[src/rtl/rv32i_register_file.sv]
// RV32I integer register file: two combinational read ports, one synchronous write port.
// x0 is hardwired to zero; asynchronous active-low reset clears every register.
module rv32i_register_file #(
  parameter int unsigned DATA_WIDTH = 32,
  parameter int unsigned ADDR_WIDTH = 5,
  parameter int unsigned NUM_REGS   = 32
) (
  input  logic                  clk,
  input  logic                  rst_n,
  input  logic [ADDR_WIDTH-1:0] reg1_addr,
  input  logic [ADDR_WIDTH-1:0] reg2_addr,
  input  logic [ADDR_WIDTH-1:0] regw_addr,
  input  logic [DATA_WIDTH-1:0] write_data,
  input  logic                  write_ena,
  output logic [DATA_WIDTH-1:0] reg1_data,
  output logic [DATA_WIDTH-1:0] reg2_data
);

  logic [DATA_WIDTH-1:0] regs_q [NUM_REGS];
  logic                  wr_en;

  // Writes to x0 are dropped here, so entry 0 only ever holds its reset value.
  assign wr_en = write_ena && (regw_addr != '0);

  always_ff @(posedge clk or negedge rst_n) begin
    if (!rst_n) begin
      regs_q <= '{default: '0};
    end else if (wr_en) begin
      regs_q[regw_addr] <= write_data;
    end
  end

  // No write-to-read bypass: forwarding is the pipeline's job.
  always_comb begin
    reg1_data = '0;
    if (reg1_addr != '0) begin
      reg1_data = regs_q[reg1_addr];
    end
  end

  always_comb begin
    reg2_data = '0;
    if (reg2_addr != '0) begin
      reg2_data = regs_q[reg2_addr];
    end
  end

endmodule

[config.mk]
export PLATFORM = sky130hd
export DESIGN_NAME = rv32i_register_file
export DESIGN_NICKNAME = d
export VERILOG_FILES = /design/src/rtl/rv32i_register_file.sv
export SDC_FILE = /design/constraint.sdc
export NUM_CORES = 2
export LEC_CHECK = 0
export ABC_AREA = 1
export CAP_MARGIN = 20
export CORE_MARGIN = 8
export CORE_UTILIZATION = 32
export DETAILED_ROUTE_END_ITERATION = 12
export PLACE_DENSITY = 0.49
export SYNTH_ARGS = -nofsm -noshare
export SYNTH_HDL_FRONTEND = slang
export SYNTH_SLANG_ARGS = --single-unit
[constraint.sdc]
create_clock -name clk -period 3.9 [get_ports clk]
set_input_delay 0.78 -clock clk [delete_from_list [all_inputs] [get_ports clk]]
set_output_delay 0.78 -clock clk [all_outputs]
set_load 0.02 [all_outputs]
Word-level counts from Yosys, hierarchy flattened --
Index checks and enable logic that the tools add are counted.
Storage, ports and cells: output and inout bits 64, memory bits (read-only) 0, bits in writable memories 0, memories 0, latch bits 0, word-level logic and storage cells 55, register bits after elaboration 1024
Operators by class: muxes and demuxes 11, equal/unequal tests 0, bitwise operators 3, $lt $le $gt $ge 4, add/subtract/negate cells 0, shift operators 0, divide/modulo/power cells 0, multipliers 0, reductions and logical operators 5
Operators by type and width (count):
- 1024-bit bitwise mux | 1
- 32-bit binary-select mux with 5-bit select | 2
- 32-bit 2-to-1 mux | 7
- 32-bit demux with 5-bit select | 1
- 6-bit >= comparator (second input constant) | 3
- 5-bit inverter with 6-bit output | 3
- 5-bit nonzero test | 3
- 6-bit by 1-bit < comparator with 1-bit output (second input constant) | 1
- 1-bit logical AND | 2

Logic depth before layout (Yosys ltp) --
depth after elaboration 6, gate-level depth with buffers 13

Worst setup path after synthesis --
OpenSTA, ideal clock, no wires.
path kind input to output, from input port reg1_addr[0], to output port reg1_data[23], data required time 3120 ps, path slack 855 ps, data arrival time 2265 ps, buffers on the path 4, stages on the path 11, cell sequence buf_2 -> inv_1 -> buf_2 -> buf_2 -> clkbuf_1 -> nand2_1 -> nand3_1 -> nand3_1 -> a21oi_1 -> nor2_1 -> nor2_1
Between the ends: cells in the longest elaborated chain, start to end 5, elaborated cells on any way between the ends 6
Ends and longest elaborated chain:
- start: declaration | RTL line 10 | input logic [ADDR_WIDTH-1:0] reg1_addr,
- 5-bit inverter with 6-bit output (not written as such) | RTL line 37 | reg1_data = regs_q[reg1_addr];
- 32-bit binary-select mux with 5-bit select | RTL line 37
- 32-bit 2-to-1 mux (not written as such) (2 in series) | RTL line 37
- 32-bit 2-to-1 mux (*) | RTL line 36 | if (reg1_addr != '0) begin
- end: declaration | RTL line 15 | output logic [DATA_WIDTH-1:0] reg1_data,
Every way passes the cells marked *; elsewhere a longest branch is shown, timed or not. The select of a mux whose other input is x is not followed.

Final worst setup path --
from input port reg1_addr[0], to output port reg1_data[10]
Same word-level chain as after synthesis.

==> impl_metrics.py <==
metrics = {
    "timing": {
        "finalHoldViolations": 0,
        "max_freq_ghz": 0.2618,
        "finalSetupTns_ps": 0,
        "worstMarginPinSlew_ps": 1173,
        "period_needed_ps": 3819,
        "finalSetupViolCount": 0,
        "max-slew-margin-rel_pct": 21.79,
        "finClkSkew_ps": 0,
        "fin_crit_sh_pct": 97.93,
        "rsz0062_at_grt": "false",
        "layout_setup_ws_ps": 80.79,
        "maxSlewViolCount": 0,
        "whs_ps": 400.3,
    },
    "synth": {
        "synthDistinctLibCells": 29,
        "seq_area_frac_synth_pct": 44.95,
        "syn_inst": 8317,
        "ys_ff_latch": 1024,
        "synth_warnings": 0,
        "avgSynthCellArea_sq_um": 6.855,
        "syn-cell-area_sq_mm": 0.05701,
        "syn_nets": 8367,
    },
    "pwr": {
        "finalPower_mw": 34.17,
        "switching_share_pct": 32.61,
        "peakVddDrop_mv": 0.2403,
        "power_frac_seq_pct": 43.0,
        "pwr-share-clk_pct": 35.6,
        "p_int_mw": 23.03,
        "leakagePower_nw": 31.02,
        "p_per_area_mw_per_mm2": 511.4,
        "p_sw_mw": 11.14,
        "power_frac_comb_pct": 21.4,
    },
    "global_routing": {
        "overflow": 0,
        "grt_antenna_before_repair": 3,
        "grt_max_degree": 139,
        "grt_pass1_vias": 54090,
        "grt_use_total_pct": 24.96,
        "grt_first_pass_wirelength_microns": 367000,
    },
    "clocking": {
        "cts_tree": "done",
        "cts_buffers": 131,
        "clk_path_buf_depth": 3,
        "cts-root-buf": "clkbuf_16",
        "clkTransAtPathRegs_ps": 50,
        "clk-insertion-delay-late_ps": 760,
        "cts_setup_buffers": 0,
        "htree_levels": 4,
        "clock-sinks": 1024,
    },
    "place": {
        "hpwl_microns": 145200,
        "placed_area_sq_mm": 0.06240,
        "dp.cells": 10380,
        "dp_slack_ps": -99.49,
        "place.port_buffers": 113,
        "gp_congestion": 0.8449,
    },
    "route": {
        "first_pass_iters": 8,
        "wl_microns": 246600,
        "dr.first_iter.drc_count": 6436,
        "ant_nets": 0,
        "drc_errors": 0,
        "wire_per_inst_microns": 23.26,
        "via_count": 56980,
        "vias_per_cell": 5.375,
    },
    "floorplanning": {
        "die_area_sq_mm": 0.1919,
        "io_pins": 114,
        "core_area_sq_mm": 0.1776,
        "floorplan.initialDensity_pct": 32.09,
        "fp.dieH_microns": 438.1,
        "rows": 155,
        "die_x_microns": 438.1,
    },
    "critical_path": {
        "end_kind": "output pin",
        "reg2reg_from": "regs_q[274]",
        "r2r-end": "regs_q[274]",
        "path_max_fanout": 41,
        "arrival_ps": 3040,
        "reg2reg_slack_ps": 3140,
        "reg2reg_depth": 2,
        "slowest_delay_ps": 790,
        "path_class": "in2out",
        "setup.worst_path.start_class": "primary input",
        "crit_top_cell": "nand2_1",
        "path_cells": "buf_8 > buf_12 > buf_12 > nand2_1 > nand3_1 > nand3_1 > nand2_1 > nand2_1 > nand2_1 > nor2_1 > nor2_1 > clkdlybuf4s50_1",
        "required_ps": 3120,
        "crit_slowest_cell": "clkdlybuf4s50_1",
        "critPathLaunch": "reg1_addr[0]",
    },
    "finish": {
        "drive_gt1_share_pct": 8.017,
        "fin_area_sq_mm": 0.06681,
        "regMostFlops": "regs_q",
        "fin_util_pct": 37.61,
        "top_regs": "regs_q (1024)",
        "largest_reg_flops": 1024,
        "num-nets-final": 8209,
        "final_cells": 10600,
        "syn_to_final_growth_pct": 17.18,
    },
    "worst_hold_path": {
        "holdPathStages": 0,
        "min_from": "regs_q[997]",
        "hold_end": "regs_q[997]",
        "hold_class": "reg2reg",
    },
    "run": {
        "max_cap_violations": 0,
    },
    "run_status": {
        "outcome": "complete, no violations",
    },
}
==> cell type report <==
type                    instances  area, sq um
well taps                    2355         2947
multi-input cells            6423        27920
repair buffers                466         5617
flip-flops and latches       1024        25620
inverters                     113        479.2
clock inverters                29        325.3
clock buffers                 190         3886
fillers                     18650       110800
diodes                          2        5.005
==> layout by cell type (no fill, tap or decap), types with 9 or more instances in the layout <==
master           instances
clkbuf_1                26
clkbuf_8                28
nand2_1               2970
inv_1                   97
buf_12                 137
o21ai_0                542
nand3_4                  9
buf_4                  233
clkbuf_16              137
clkinv_2                16
nand3_1               1365
a21oi_1                650
a21oi_2                 16
o211ai_1                16
nor2_1                 791
o21ai_1                 20
nor2_4                   9
clkdlybuf4s50_1         73
dfrtp_1               1024
==> synth_stat cells <==
master / count / area (sq um)
nand3_2: 5 / 50.05
inv_6: 1 / 8.760
o21ai_0: 542 / 2713
a21oi_2: 16 / 140.1
nand2_2: 6 / 37.54
nor2_8: 7 / 140.1
nand3_1: 1371 / 6862
buf_4: 34 / 255.2
o211ai_1: 16 / 120.1
nor3_1: 5 / 25.02
nor2_4: 7 / 78.83
nor2_2: 1 / 6.260
nand2_4: 3 / 33.78
nor3_2: 2 / 20.02
a21oi_1: 650 / 3253
inv_2: 7 / 26.28
nand2_1: 2974 / 11160
clkbuf_1: 507 / 1903
buf_6: 5 / 56.30
dfrtp_1: 1024 / 25620
nor4_4: 2 / 42.54
nand4_1: 1 / 6.260
clkinv_1: 2 / 7.510
clkbuf_2: 2 / 10.01
buf_2: 139 / 695.7
o21ai_1: 20 / 100.1
inv_1: 103 / 386.6
nor2_1: 795 / 2984
buf_1: 70 / 262.8
==> power by group through the flow <==
stage / sequential [mW] / combinational, mW / clock (mW)
2_1_floorplan: 14.3 / 4.99 / 0
3_3_place_gp: 14.8 / 7.15 / 0
3_5_place_dp: 14.8 / 7.28 / 0
4_1_cts: 14.6 / 7.30 / 12.4
5_1_grt: 15.0 / 8.31 / 12.8
6_report: 14.7 / 7.31 / 12.2
==> kinds of logic (layout without fill, tap and decap cells) <==
group | count (synthesis) | in the layout | share of synthesized area [%]
simple gates | 5179 | 5179 | 37.62
compound gates | 1244 | 1244 | 11.10
flops | 1024 | 1024 | 44.95
buf+inv | 870 | 798 | 6.336
other cells | 0 | 2 | 0
==> repair_timing <==
item	CTS	global route
gates cloned	0	1
hold buffers	1	0
resized for setup	2	9
hold endpoints to repair	20	0
endpoints found under the setup margin	2	13
==> per-layer routing <==
metal	track usage (%)	share of wire, %
met1	33.78	43
met2	39.84	46
met3	3.386	6.5
met4	11.24	4.8
met5	0	0.0053
==> critical path: cells and delay by family <==
kind          cells  cell delay (ps)
buf+inv           4             1440
simple gates      8              740
==> worst max path at each step <==
stage | to | slack, ps
floorplan | reg1_data[23] | 850
global placement | reg2_data[5] | -110
detailed placement | reg2_data[5] | -100
CTS | reg2_data[21] | 30
global route | reg2_data[1] | 7
finish | reg1_data[10] | 80
Power figures use the tool's default switching activity.
